$ cat src/rtl/axi_fifo_pkg.sv
// Shared constants and helpers for the AXI channel FIFOs.
// No logic; compile-time values only.
// Not applicable (no handshakes).
package axi_fifo_pkg;

    // Payload widths of the five AXI channels
    localparam int AR_W = 49;
    localparam int AW_W = 49;
    localparam int W_W  = 37;
    localparam int R_W  = 39;
    localparam int B_W  = 3;

    // Address bits needed to index a DEPTH-entry array (at least 1)
    function automatic int ptr_w(input int depth);
        return (depth <= 1) ? 1 : $clog2(depth);
    endfunction

endpackage

$ cat src/rtl/axi_fifo_mem.sv
// DEPTH x WIDTH register array with one write port and an async read port.
// Write takes effect on the next clk edge; read is combinational.
// No flow control; the caller owns we gating.
module axi_fifo_mem
    import axi_fifo_pkg::*;
#(
    parameter int WIDTH = AR_W,
    parameter int DEPTH = 4,
    parameter int AW    = ptr_w(DEPTH)
) (
    input  logic             clk,
    input  logic             rst_n,
    input  logic             we,
    input  logic [AW-1:0]    waddr,
    input  logic [WIDTH-1:0] wdata,
    input  logic [AW-1:0]    raddr,
    output logic [WIDTH-1:0] rdata
);

    logic [WIDTH-1:0] mem [DEPTH];

    // Storage: cleared on reset, one entry written per accepted push
    always_ff @(posedge clk or negedge rst_n) begin
        if (!rst_n) begin
            for (int i = 0; i < DEPTH; i++) begin
                mem[i] <= '0;
            end
        end else if (we) begin
            mem[waddr] <= wdata;
        end
    end

    assign rdata = mem[raddr];

endmodule

$ cat src/rtl/axi_chan_sync_fifo.sv
// Single-clock valid/ready FIFO for one AXI channel, optional empty bypass.
// Write-to-read 1 cycle (0 cycles through the bypass when BYPASS=1 and empty).
// ready_o = not full; a full FIFO does not write through on a same-cycle pop.
module axi_chan_sync_fifo
    import axi_fifo_pkg::*;
#(
    parameter int WIDTH     = AR_W,
    parameter int DEPTH     = 4,
    parameter int BYPASS    = 0,
    parameter int AF_THRESH = DEPTH - 1
) (
    input  logic                       clk,
    input  logic                       rst_n,
    input  logic                       flush,
    input  logic [WIDTH-1:0]           wdata,
    input  logic                       valid_i,
    output logic                       ready_o,
    output logic [WIDTH-1:0]           rdata,
    output logic                       valid_o,
    input  logic                       ready_i,
    output logic [$clog2(DEPTH):0]     count,
    output logic                       almost_full,
    output logic                       ovf_err,
    output logic                       udf_err
);

    localparam int             PTR_W   = ptr_w(DEPTH);
    localparam int             CNT_W   = PTR_W + 1;
    localparam bit             BYP_EN  = (BYPASS != 0);
    localparam logic [PTR_W:0] PTR_ONE = {{PTR_W{1'b0}}, 1'b1};
    localparam logic [CNT_W-1:0] CNT_ONE = {{PTR_W{1'b0}}, 1'b1};
    localparam logic [CNT_W-1:0] AF_LVL  = CNT_W'(AF_THRESH);

    // Pointers carry one extra wrap bit to tell full from empty
    logic [PTR_W:0]     wptr;
    logic [PTR_W:0]     rptr;
    logic [CNT_W-1:0]   count_q;
    logic [CNT_W-1:0]   count_nxt;
    logic [WIDTH-1:0]   mem_rdata;
    logic               empty;
    logic               full;
    logic               byp_sel;
    logic               byp_thru;
    logic               push;
    logic               pop;
    logic               udf_set;

    assign empty = (wptr == rptr);
    assign full  = (wptr[PTR_W-1:0] == rptr[PTR_W-1:0]) && (wptr[PTR_W] != rptr[PTR_W]);

    // Bypass only presents the incoming beat while nothing is queued ahead of it
    assign byp_sel  = BYP_EN && empty && valid_i;
    assign byp_thru = byp_sel && ready_i;

    assign ready_o = ~full;
    assign valid_o = empty ? byp_sel : 1'b1;
    assign rdata   = byp_sel ? wdata : mem_rdata;

    // A beat that passes straight through is never stored
    assign push    = valid_i && ready_o && !byp_thru;
    assign pop     = !empty && ready_i;
    assign udf_set = !BYP_EN && ready_i && !valid_o;

    assign count = count_q;

    axi_fifo_mem #(
        .WIDTH (WIDTH),
        .DEPTH (DEPTH),
        .AW    (PTR_W)
    ) u_mem (
        .clk   (clk),
        .rst_n (rst_n),
        .we    (push && !flush),
        .waddr (wptr[PTR_W-1:0]),
        .wdata (wdata),
        .raddr (rptr[PTR_W-1:0]),
        .rdata (mem_rdata)
    );

    // Occupancy after this cycle's push/pop
    always_comb begin
        count_nxt = count_q;
        if (push && !pop) begin
            count_nxt = count_q + CNT_ONE;
        end else if (pop && !push) begin
            count_nxt = count_q - CNT_ONE;
        end
    end

    // Pointers, count, almost_full and sticky error flags; flush beats push/pop
    always_ff @(posedge clk or negedge rst_n) begin
        if (!rst_n) begin
            wptr        <= '0;
            rptr        <= '0;
            count_q     <= '0;
            almost_full <= 1'b0;
            ovf_err     <= 1'b0;
            udf_err     <= 1'b0;
        end else if (flush) begin
            wptr        <= '0;
            rptr        <= '0;
            count_q     <= '0;
            almost_full <= 1'b0;
            ovf_err     <= 1'b0;
            udf_err     <= 1'b0;
        end else begin
            if (push) begin
                wptr <= wptr + PTR_ONE;
            end
            if (pop) begin
                rptr <= rptr + PTR_ONE;
            end
            count_q     <= count_nxt;
            almost_full <= (count_nxt >= AF_LVL);
            ovf_err     <= ovf_err | (valid_i & full);
            udf_err     <= udf_err | udf_set;
        end
    end

endmodule

$ cat config.mk
export PLATFORM = sky130hd
export DESIGN_NAME = axi_chan_sync_fifo
export DESIGN_NICKNAME = d
export VERILOG_FILES = /design/src/rtl/axi_fifo_pkg.sv /design/src/rtl/axi_fifo_mem.sv /design/src/rtl/axi_chan_sync_fifo.sv
export SDC_FILE = /design/constraint.sdc
export NUM_CORES = 1
export LEC_CHECK = 0
export ABC_AREA = 1
export ABC_CLOCK_PERIOD_IN_PS = 2200
export BUFFER_PORTS_ARGS = -buffer_cell sky130_fd_sc_hd__buf_2
export CAP_MARGIN = 5
export CORE_ASPECT_RATIO = 1.2
export CORE_UTILIZATION = 39
export CTS_BUF_LIST = sky130_fd_sc_hd__clkbuf_2
export CTS_CLUSTER_DIAMETER = 120
export CTS_CLUSTER_SIZE = 20
export DETAILED_ROUTE_END_ITERATION = 8
export PLACE_DENSITY = 0.56
export SYNTH_ARGS = -nofsm -noshare
export SYNTH_HDL_FRONTEND = slang
export SYNTH_SLANG_ARGS = --single-unit
$ cat constraint.sdc
create_clock -name clk -period 2.2 [get_ports clk]
set_input_delay 0.11 -clock clk [delete_from_list [all_inputs] [get_ports clk]]
set_output_delay 0.11 -clock clk [all_outputs]
set_load 0.01 [all_outputs]
==> results of run 1 <==
==> final cells by class <==
class / instances / area [µm²]
flip-flops and latches: 208 / 5207
repair buffers: 262 / 2536
clock buffers: 16 / 80.08
diodes: 2 / 5.005
clock inverters: 1 / 16.27
multi-input cells: 903 / 4408
inverters: 20 / 92.59
well taps: 325 / 406.6
fillers: 2468 / 12000
==> per-layer routing <==
layer	vias to the layer above	wire length, µm
met4	0	852
met1	4431	15350
met2	329	16360
met3	56	2407
met5	-	0
li1	4408	-
==> sequential cells by signal, indices dropped and copies added (netlist names) <==
name	cells
almost_full	1
count	3
ovf_err	1
rptr	3
u_mem.mem	196
udf_err	1
wptr	3
==> critical path: stages (launching register included) <==
cell,delay (ns)
dfrtp_2,0.63
buf_12,0.17
buf_12,0.14
clkbuf_16,0.20
nor2_2,0.05
o22ai_1,0.13
buf_2,0.16
==> placed cells by master, fill, tap and decap left out, types with 7 or more instances in the layout <==
cell type	n
ha_1	7
buf_12	17
a21oi_1	7
nand2_1	415
dfrtp_1	206
o22ai_1	21
buf_4	20
o22ai_2	28
inv_1	13
clkbuf_2	16
dlygate4sd3_1	93
o21ai_0	115
nand3_1	8
buf_2	105
nor2_2	22
nor2_1	68
clkbuf_16	7
o21ai_1	179
nor2_4	15
buf_16	11
==> how the worst min path moves through the flow <==
stage | endpoint | slack (ns) | depth (start not counted)
6_report | u_mem.mem[178]$_DFFE_PN0P_ | 0.06 | 4
5_1_grt | u_mem.mem[182]$_DFFE_PN0P_ | 0.001 | 4
3_5_place_dp | almost_full$_DFF_PN0_ | 0.15 | 1
2_1_floorplan | almost_full$_DFF_PN0_ | -0.19 | 0
4_1_cts | u_mem.mem[52]$_DFFE_PN0P_ | 0.0004 | 4
3_3_place_gp | almost_full$_DFF_PN0_ | 0.15 | 1
==> cell families after synthesis <==
family	count (synthesis)
flops	208
fa+ha+maj	7
compound gates	357
simple gates	538
buf+inv	114
==> cells in the mapped netlist (all sizes together) <==
master | count | area share
dfrtp | 208 | 0.53
nor2 | 105 | 0.043
ha | 7 | 0.0089
a21oi | 7 | 0.0036
o21ai | 300 | 0.15
o22ai | 49 | 0.031
buf | 53 | 0.038
clkbuf | 41 | 0.016
nand2 | 421 | 0.16
inv | 20 | 0.0081
nand4 | 2 | 0.0013
nand3 | 10 | 0.0056
a211oi | 1 | 0.00076
==> power groups by stage <==
stage / Clock, W / Sequential (W) / Combinational, W
after floorplan: 0 / 0.00532 / 0.00205
after global placement: 0 / 0.00542 / 0.00312
after detailed placement: 0 / 0.00545 / 0.00318
after CTS: 0.00151 / 0.00539 / 0.00369
after global routing: 0.00163 / 0.00559 / 0.00460
final: 0.00145 / 0.00546 / 0.00418
==> stage by stage <==
stage          std cells  power (W)
5_1_grt             1737    0.01181
3_3_place_gp        1595   0.008538
4_1_cts             1712    0.01059
6_report            1737    0.01110
3_5_place_dp        1595   0.008626
2_1_floorplan       1224   0.007370
==> timing repair <==
action	in CTS	in global routing
endpoints found under the hold margin	416	16
pin swaps	5	40
setup buffers	4	7
cloned	9	10
gates resized for setup	51	124
endpoints found under the setup margin	49	77
hold buffers	87	7
==> impl_results.md, run 1 <==
* Fraction of layout cells with a size suffix above 1 at 0.1943
* DRT antenna net count at 0
* Compound-gate portion of the synthesized area at 0.1877
* Mux cell area share after synthesis at 0
* Crit path DAT at approximately 2.3 ns
* GR Util met2 at 0.4171
* Simple-Gate Fraction of Synth Area at 0.2138
* Clk Latency, worst-skew pair at ~0.80 ns
* Register area share after synthesis at 0.5279
* Die Width at 147.1 µm
* Net switching power at 0.004274 W
* Ports at 111
* Dpl hpwl at 16.27 mm
* WP data required at 2.09 ns
* First-pass GRT wire length at around 51 mm
* Clock Skews at between 0.09 and 0.1 ns
* LEAKAGE at roughly 6.3 nW
* FF-to-FF setup slack at roughly 0.090 ns
* Clock power frac at 0.131
* Time the worst path needs with I/O delays and setup at approximately 2.4 ns
* Pint at 0.006825 W
* Final Setup Violations at 49
* Total Wirelength at about 35 mm
* Initial core utilization at 0.3983
* Mapped Avg Cell Area at between 8 and 9 µm²
* 1st-pass router iterations at 6
* Pins Over Slew Limit at 0
* Synth Warn # at 0
* Row Count at between 60 and 70
* Htree depth at 1
* RSZ-0062 raised after global routing: true
* GPL Wtd Cong at 0.7728
* Total grt overflow at 0
* Post-Syn Area at approximately 9900 µm²
* Final Hold Vio Count at 0
* Main combinational cell family by area after synthesis: simple AND/OR/NAND/NOR gates
* Die area at approximately 26000 µm²
* Area after DPL at roughly 11000 µm²
* Antenna violations before repair at 2
* Avg WL per Cell at ~20 µm
* Synth cell types at 24
* M1 GR Usage at 0.3506
* Drc violations at 0
* Hold Startpoint: wdata[31]
* Crit path from: rptr[0]$_DFFE_PN0P_
* Xor/xnor cell area share of the yosys netlist at 0
* Comb pwr share at 0.377
* Fin crit share at 1.083
* Final Instance Area at roughly 13000 µm²
* Yosys reg bits at between 200 and 250
* Total number of vias at ~9200
* Worst IR drop on VDD at around 0.44 mV
* Nets at about 1500
* Crit-path max FO at 6
* # port buffers at 110
* Total CTS buffers at 14
* Worst-path clk slew at 0.38 ns
* Worst-margin pin slew at roughly 0.7 ns
* Fin util at 0.5152
* Initial DRC count at just over 700
* Worst Setup EP: rdata[40]
* Reg2reg end: u_mem.mem[122]$_DFFE_PN0P_
* Gr usage total at 0.2544
* Synth Instances at roughly 1200
* CP Capture Type: output port
* Pin count of the biggest net entering global routing at 65
* Adder-Cell Fraction of Synth Area at 0.008883
* Root Driver: clkbuf_2
* Max Cap Violations at 0
* Worst Reg-to-Reg Cells at 12
* Die Ht at 176.2 µm
* GR peak layer: met2
* CORE AREA at 24750 µm²
* CTS tree: built
* Sw Ratio at 0.3851
* Vias per inst at about 5.3
* Status: finished, violations left
* Worst hold slack at ~0.058 ns
* Longest Clk Path Bufs at 3
* Area grow syn2layout at 29.34%
* Worst Path Class, Setup: flop to output port
* Number of global-route vias before repair at about 8900
* M3 GR Usage at 0.03695
* Clock tree sinks at 208
* Setup TNS at -5.666 ns
* Place WS at 0.2656 ns
* CP Launch Type: flop
* Worst hold path class: primary input to flop
* Failing checks: negative setup slack
* Crit Reg-Reg Startpoint: rptr[0]$_DFFE_PN0P_
* Seq pwr share at 0.492
* Worst Setup Slack, final at -0.1837 ns
* Power density over the cells at 870.4 nW/µm²
* Slew headroom at 0.5380
* Synthesized Nets at about 1300
* Fmax at roughly 420 MHz
Power figures use the tool's default switching activity.
==> run 2, diff against run 1 <==
--- a/constraint.sdc
+++ b/constraint.sdc
@@ -3,2 +3,2 @@
 set_output_delay 0.11 -clock clk [all_outputs]
-set_load 0.01 [all_outputs]
+set_load 0.02 [all_outputs]
==> run 2 against run 1 <==
  * The flow still finishes with violations (negative setup slack)
  * Setup slack got worse by 0.039 ns
  * Hold slack worse by 0.025 ns
  * Highest routed layer unchanged
  * Sequential share of layout area decreased by 1.1 points
==> impl_results.md, run 2 (synthesis gave the netlist of run 1 again) <==
* Worst hold slack at 0.03215 ns (was 0.05756 ns)
* Commonest non-fill, non-tap cells in the layout: nand2_1 (415), dfrtp_1 (206), o21ai_1 (155) (was nand2_1 (415), dfrtp_1 (206), o21ai_1 (179))
* Final total power at 0.01212 W (was 0.01110 W)
* Pins Over Slew Limit at 0 (unchanged)
* Nets at 1456 (was 1470)
* CP Capture Type: output port (unchanged)
* Crit-path max FO at 9 (was 6)
* Antenna violations before repair at 3 (was 2)
* Hold Startpoint: wdata[8] (was wdata[31])
* Htree depth at 1 (unchanged)
* DRT antenna net count at 0 (unchanged)
* Longest Clk Path Bufs at 3 (unchanged)
* Worst-margin pin slew at 0.6824 ns (was 0.6930 ns)
* Clk Latency, worst-skew pair at 0.85 ns (was 0.80 ns)
* Vias per inst at 5.396 (was 5.310)
* Worst-path clk slew at 0.41 ns (was 0.38 ns)
* First-pass GRT wire length at 53.48 mm (was 51.12 mm)
* RSZ-0062 raised after global routing: true (unchanged)
* Placed Instances at 1594 (was 1595)
* Failing checks: negative setup slack (unchanged)
* Worst hold path class: primary input to flop (unchanged)
* Total number of vias at 9303 (was 9224)
* Number of global-route vias before repair at 9186 (was 8909)
* CTS tree: built (unchanged)
* Fin crit share at 1.101 (was 1.083)
* Drc violations at 0 (unchanged)
* Total grt overflow at 0 (unchanged)
* LEAKAGE at 6.341 nW (was 6.284 nW)
* CORE AREA at 24750 µm² (unchanged)
* Non-Filler Instances at 1724 (was 1737)
* Fmax at 412.8 MHz (was 419.5 MHz)
* Commonest non-fill, non-tap cell in the layout: nand2_1 (unchanged)
* Worst Path Class, Setup: flop to output port (unchanged)
* # port buffers at 110 (unchanged)
* Worst Setup Slack, final at -0.2226 ns (was -0.1837 ns)
* Crit Reg-Reg Startpoint: rptr[0]$_DFFE_PN0P_ (unchanged)
* Place WS at 0.3363 ns (was 0.2656 ns)
* Die area at 25920 µm² (unchanged)
* CP Launch Type: flop (unchanged)
* Total CTS buffers at 14 (unchanged)
* Root Driver: clkbuf_2 (unchanged)
* Die Ht at 176.2 µm (unchanged)
* Worst IR drop on VDD at 0.6011 mV (was 0.4409 mV)
* Status: finished, violations left (unchanged)
* Clock Skews at 0.1093 ns (was 0.09366 ns)
* Pin count of the biggest net entering global routing at 71 (was 65)
* Area grow syn2layout at 32.98% (was 29.34%)
* Clock tree sinks at 208 (unchanged)
* Dpl hpwl at 16.04 mm (was 16.27 mm)
* Gr usage total at 0.2681 (was 0.2544)
* Max FFs per register at 196 (unchanged)
* GPL Wtd Cong at 0.7469 (was 0.7728)
* Power density over the cells at 924.7 nW/µm² (was 870.4 nW/µm²)
* Initial DRC count at 618 (was 712)
* Setup TNS at -7.818 ns (was -5.666 ns)
* Avg WL per Cell at 20.53 µm (was 20.13 µm)
* WP data required at 2.09 ns (about the same)
* Total Wirelength at 35.40 mm (was 34.96 mm)
* Crit path DAT at 2.31 ns (was 2.27 ns)
* Crit path from: rptr[0]$_DFFE_PN0P_ (unchanged)
* Row Count at 63 (unchanged)
* 1st-pass router iterations at 5 (was 6)
* Fraction of layout cells with a size suffix above 1 at 0.2113 (was 0.1943)
* Final Hold Vio Count at 0 (unchanged)
* Initial core utilization at 0.3983 (unchanged)
* Max Cap Violations at 0 (unchanged)
* Ports at 111 (unchanged)
* Slew headroom at 0.5450 (was 0.5380)
* Time the worst path needs with I/O delays and setup at 2.423 ns (was 2.384 ns)
* Biggest register: u_mem.mem (unchanged)
* Die Width at 147.1 µm (unchanged)
* Final Setup Violations at 49 (unchanged)
[run 2: cell types whose count changed in the layout (fill, tap and decap cells not counted), sizes merged]
cell         previous run  this run
dlygate4sd3            93        77
buf                   161       165
clkbuf                 24        23
diode                   2         3
nand2                 422       421
[run 2: area by class of cell]
class / count / area [µm²]
Fill cell: 2417 / 11640
Multi-Input combinational cell: 902 / 4589
Clock buffer: 16 / 80.08
Sequential cell: 208 / 5207
Antenna cell: 3 / 7.507
Clock inverter: 1 / 16.27
Inverter: 20 / 92.59
Timing Repair Buffer: 249 / 2711
Tap cell: 325 / 406.6
[run 2: worst paths after layout]
| kind | cells past startpoint | slack (ns) | end |
|---|---|---|---|
| worst max-delay path | 6 | -0.22 | rdata[20] |
| worst min-delay path | 4 | 0.03 | u_mem.mem[155]$_DFFE_PN0P_ |
| worst max register to register | 12 | 0.12 | u_mem.mem[166]$_DFFE_PN0P_ |
| worst min register to register | 2 | 0.52 | u_mem.mem[70]$_DFFE_PN0P_ |
| max in group asynchronous | 4 | 1.43 | u_mem.mem[60]$_DFFE_PN0P_ |
| min in group asynchronous | 4 | 0.30 | rptr[0]$_DFFE_PN0P_ |
[run 2: power breakdown]
| group | switching (W) | internal, W |
|---|---|---|
| registers | 0.000641 | 0.00488 |
| logic | 0.00293 | 0.00222 |
| clock network | 0.00126 | 0.000203 |
| total | 0.00482 | 0.00730 |
[run 2: what timing repair did]
item | 4_1_cts | 5_1_grt
endpoints found under the setup margin | 49 | 78
hold endpoints to repair | 416 | 17
buffers inserted | 8 | 5
gates cloned | 15 | 7
resized for setup | 180 | 123
hold buffers | 69 | 9
pin swaps | 23 | 54
[run 2: per-layer routing]
| layer | global-route usage | wire length, µm | part of all wire |
|---|---|---|---|
| met1 | 0.3583 | 15640 | 0.44 |
| met2 | 0.4495 | 16550 | 0.47 |
| met3 | 0.04264 | 2150 | 0.061 |
| met4 | 0.07560 | 1054 | 0.030 |
| met5 | 0 | 0 | 0 |
[run 2: stage by stage]
| stage | cell area (µm²) | utilization |
|---|---|---|
| floorplan | 9859 | - |
| global placement | 10630 | 0.4294 |
| detailed placement | 10630 | 0.4294 |
| CTS | 12480 | 0.5041 |
| global route | 13110 | 0.5296 |
| finish | 13110 | 0.5297 |
[run 2: worst max-delay path, stage by stage (launching register included)]
cell,delay (ns)
dfrtp_2,0.55
buf_12,0.18
buf_12,0.17
buf_16,0.17
nor2_1,0.06
o22ai_1,0.14
buf_4,0.18
==> run 3, diff against run 2 <==
ABC_AREA = 0   (was 1)
==> run 3 against run 2 <==
  * Fmax shrank 7.4%
  * Largest power group unchanged
  * Highest routed layer unchanged
  * Clock power down 5%
  * Largest cell class unchanged
  * Hold slack improved by 0.027 ns
  * Non-clock buffer count increased by 1
  * The run still ends with negative setup slack left
  * Cell count shrank 35%
  * Synthesized cell count is 54% lower
==> impl_results.md, run 3 <==
* Yosys reg bits at 208 (unchanged)
* Htree depth at 1 (unchanged)
* FFs w/ async S/R, synth at 1.000 (unchanged)
* Post-synth top flop: dfrtp_1 (unchanged)
* Vias per inst at 5.134 (was 5.396)
* Time the worst path needs with I/O delays and setup at 2.615 ns (was 2.423 ns)
* Worst hold path class: primary input to flop (unchanged)
* Register Area at 5210 µm² (was 5207 µm²)
* Worst-path clk slew at 0.43 ns (was 0.41 ns)
* Post-Syn Area at 9239 µm² (was 9859 µm²)
* Antenna diodes at 0 (was 3)
* Worst IR drop on VDD at 0.6983 mV (was 0.6011 mV)
* Initial core utilization at 0.3982 (was 0.3983)
* Ports at 111 (unchanged)
* Most instantiated cells after synthesis: dfrtp_1 (208), mux2_2 (156), mux4_2 (49) (was nand2_1 (416), dfrtp_1 (208), o21ai_0 (170))
* LEAKAGE at 5.606 nW (was 6.341 nW)
* DRT antenna net count at 0 (unchanged)
* Die area at 24310 µm² (was 25920 µm²)
* Die Width at 142.5 µm (was 147.1 µm)
* Clk Latency, worst-skew pair at 0.85 ns (about the same)
* Fmax at 382.4 MHz (was 412.8 MHz)
* Pin count of the biggest net entering global routing at 61 (was 71)
* Failing checks: negative setup slack (unchanged)
* Hold Startpoint: wdata[15] (was wdata[8])
* Row Count at 61 (was 63)
* Synth area leaders: dfrtp_1 (56%), mux2_2 (19%), mux4_2 (12%) (was dfrtp_1 (53%), nand2_1 (16%), o21ai_0 (8.6%))
* CP Launch Type: flop (unchanged)
* Register area share after synthesis at 0.5634 (was 0.5279)
* Root Driver: clkbuf_2 (unchanged)
* # port buffers at 110 (unchanged)
* First-pass GRT wire length at 35.49 mm (was 53.48 mm)
* Total Wirelength at 22.80 mm (was 35.40 mm)
* Final total power at 0.01143 W (was 0.01212 W)
* Final Setup Violations at 247 (was 49)
* Gr usage total at 0.1924 (was 0.2681)
* RSZ-0062 raised after global routing: true (unchanged)
* CORE AREA at 23200 µm² (was 24750 µm²)
* Max Cap Violations at 0 (unchanged)
* Synthesized Nets at 627 (was 1285)
* Crit path DAT at 3.28 ns (was 2.31 ns)
* Footprint of the multi-input gates at 3948 µm² (was 4589 µm²)
* Antenna violations before repair at 0 (was 3)
* Worst-margin pin slew at 0.4320 ns (was 0.6824 ns)
* Synth Instances at 566 (was 1224)
* GPL Wtd Cong at 0.8002 (was 0.7469)
* Power density over the cells at 925.3 nW/µm² (was 924.7 nW/µm²)
* Drc violations at 0 (unchanged)
* Worst Setup Slack, final at -0.4150 ns (was -0.2226 ns)
* Synth area leader: dfrtp_1 (unchanged)
* Die Ht at 170.6 µm (was 176.2 µm)
* Status: finished, violations left (unchanged)
* Fillers at 1981 (was 2417)
* Synth cell types at 36 (was 24)
* WP data required at 2.87 ns (was 2.09 ns)
* Crit-path max FO at 7 (was 9)
* Fin util at 0.5322 (was 0.5297)
* Clock tree sinks at 208 (unchanged)
* Crit path from: rptr[0]$_DFFE_PN0P_ (unchanged)
* CP Capture Type: flop (was output port)
* Final Hold Vio Count at 0 (unchanged)
* Total grt overflow at 0 (unchanged)
* Total number of vias at 5714 (was 9303)
* Place WS at 0.09053 ns (was 0.3363 ns)
* Mapped Avg Cell Area at 16.32 µm² (was 8.055 µm²)
* CTS tree: built (unchanged)
* Total CTS buffers at 14 (unchanged)
* Dpl hpwl at 12.49 mm (was 16.04 mm)
* 1st-pass router iterations at 4 (was 5)
* Commonest non-fill, non-tap cell in the layout: dfrtp_1 (was nand2_1)
* Pins Over Slew Limit at 0 (unchanged)
* Slew headroom at 0.7120 (was 0.5450)
* Biggest register: u_mem.mem (unchanged)
* Post-synth top area share at 0.5634 (was 0.5279)
* Longest Clk Path Bufs at 3 (unchanged)
* Fin crit share at 1.189 (was 1.101)
* Avg WL per Cell at 20.49 µm (was 20.53 µm)
* Number of enable flip-flop cells after synthesis at 0 (unchanged)
* Crit Reg-Reg Startpoint: rptr[0]$_DFFE_PN0P_ (unchanged)
* Commonest non-fill, non-tap cells in the layout: dfrtp_1 (206), mux2_2 (156), buf_2 (99) (was nand2_1 (415), dfrtp_1 (206), o21ai_1 (155))
* Area grow syn2layout at 33.65% (was 32.98%)
* FF-to-FF setup slack at -0.42 ns (was 0.12 ns)
* Initial DRC count at 176 (was 618)
* Max FFs per register at 196 (unchanged)
* Clock Skews at 0.1307 ns (was 0.1093 ns)
* Synth Warn # at 0 (unchanged)
* Number of global-route vias before repair at 6436 (was 9186)
* Fraction of layout cells with a size suffix above 1 at 0.5213 (was 0.2113)
* Worst Path Class, Setup: flop to flop (was flop to output port)
* Most frequent cell after synthesis: dfrtp_1 (was nand2_1)
* Nets at 858 (was 1456)
==> run 3: through the flow <==
step           cell area, µm²  TNS [ns]  instances  hold slack, ns
6_report                12350    -75.24       1113         0.05945
5_1_grt                 12350    -90.03       1113        0.009364
4_1_cts                 11950    -50.91       1096        0.002367
3_5_place_dp            10280         0        978          0.1302
3_3_place_gp            10280         0        978          0.1140
2_1_floorplan            9239         0        566         -0.1856
==> run 3: cell type report <==
cell class	instances	area share
clock buffer	16	0.006485
clock inverter	1	0.001317
inverter	8	0.002432
multi-input combinational	315	0.3197
sequential	208	0.4219
tap	315	0.03192
timing repair buffer	250	0.2162
==> run 3: worst max-delay path, stage by stage (launching register included) <==
cell       delay (ns)
dfrtp_4          0.67
buf_4            0.19
xor2_4           0.24
nor3_2           0.07
buf_4            0.15
nor3_4           0.18
buf_8            0.20
nand2_8          0.13
bufbuf_16        0.31
mux2_2           0.27
==> run 3: path summary, 6_finish.rpt <==
kind | endpoint | cells past startpoint
worst max-delay path | u_mem.mem[61]$_DFFE_PN0P_ | 9
worst min-delay path | u_mem.mem[64]$_DFFE_PN0P_ | 3
worst max register to register | u_mem.mem[61]$_DFFE_PN0P_ | 9
worst min register to register | u_mem.mem[140]$_DFFE_PN0P_ | 1
max in group asynchronous | u_mem.mem[173]$_DFFE_PN0P_ | 4
min in group asynchronous | u_mem.mem[80]$_DFFE_PN0P_ | 4
==> run 3: per-layer routing <==
layer,part of all wire,routed length [µm],GRT usage
met4,0.014,327,0.03460
met1,0.42,9519,0.2347
met5,0,0,0
met2,0.53,12080,0.3574
met3,0.038,869,0.03191
==> run 3: report_power, final <==
group	total [W]	internal (W)	switching, W
registers	0.00557	0.00497	0.000598
logic	0.00446	0.00249	0.00197
clock network	0.00139	0.000203	0.00119
total	0.0114	0.00767	0.00376
==> run 3: cells by family (layout without fill, tap and decap cells) <==
| group | Yosys count | in the layout | share of synthesized area |
|---|---|---|---|
| compound gates | 16 | 16 | 0.01178 |
| xor+xnor | 11 | 11 | 0.01205 |
| fa+ha+maj | 7 | 7 | 0.009480 |
| buf+inv | 43 | 275 | 0.02397 |
| flops | 208 | 208 | 0.5634 |
| mux | 246 | 246 | 0.3594 |
| simple gates | 35 | 35 | 0.01991 |
==> run 3: timing repair <==
| item | CTS | global route |
|---|---|---|
| hold buffers | 73 | 0 |
| gates resized for setup | 54 | 25 |
| endpoints found under the hold margin | 416 | 0 |
| endpoints found under the setup margin | 100 | 249 |
| gates cloned | 18 | 6 |
| buffers inserted | 10 | 11 |
| pin swaps | 4 | 4 |
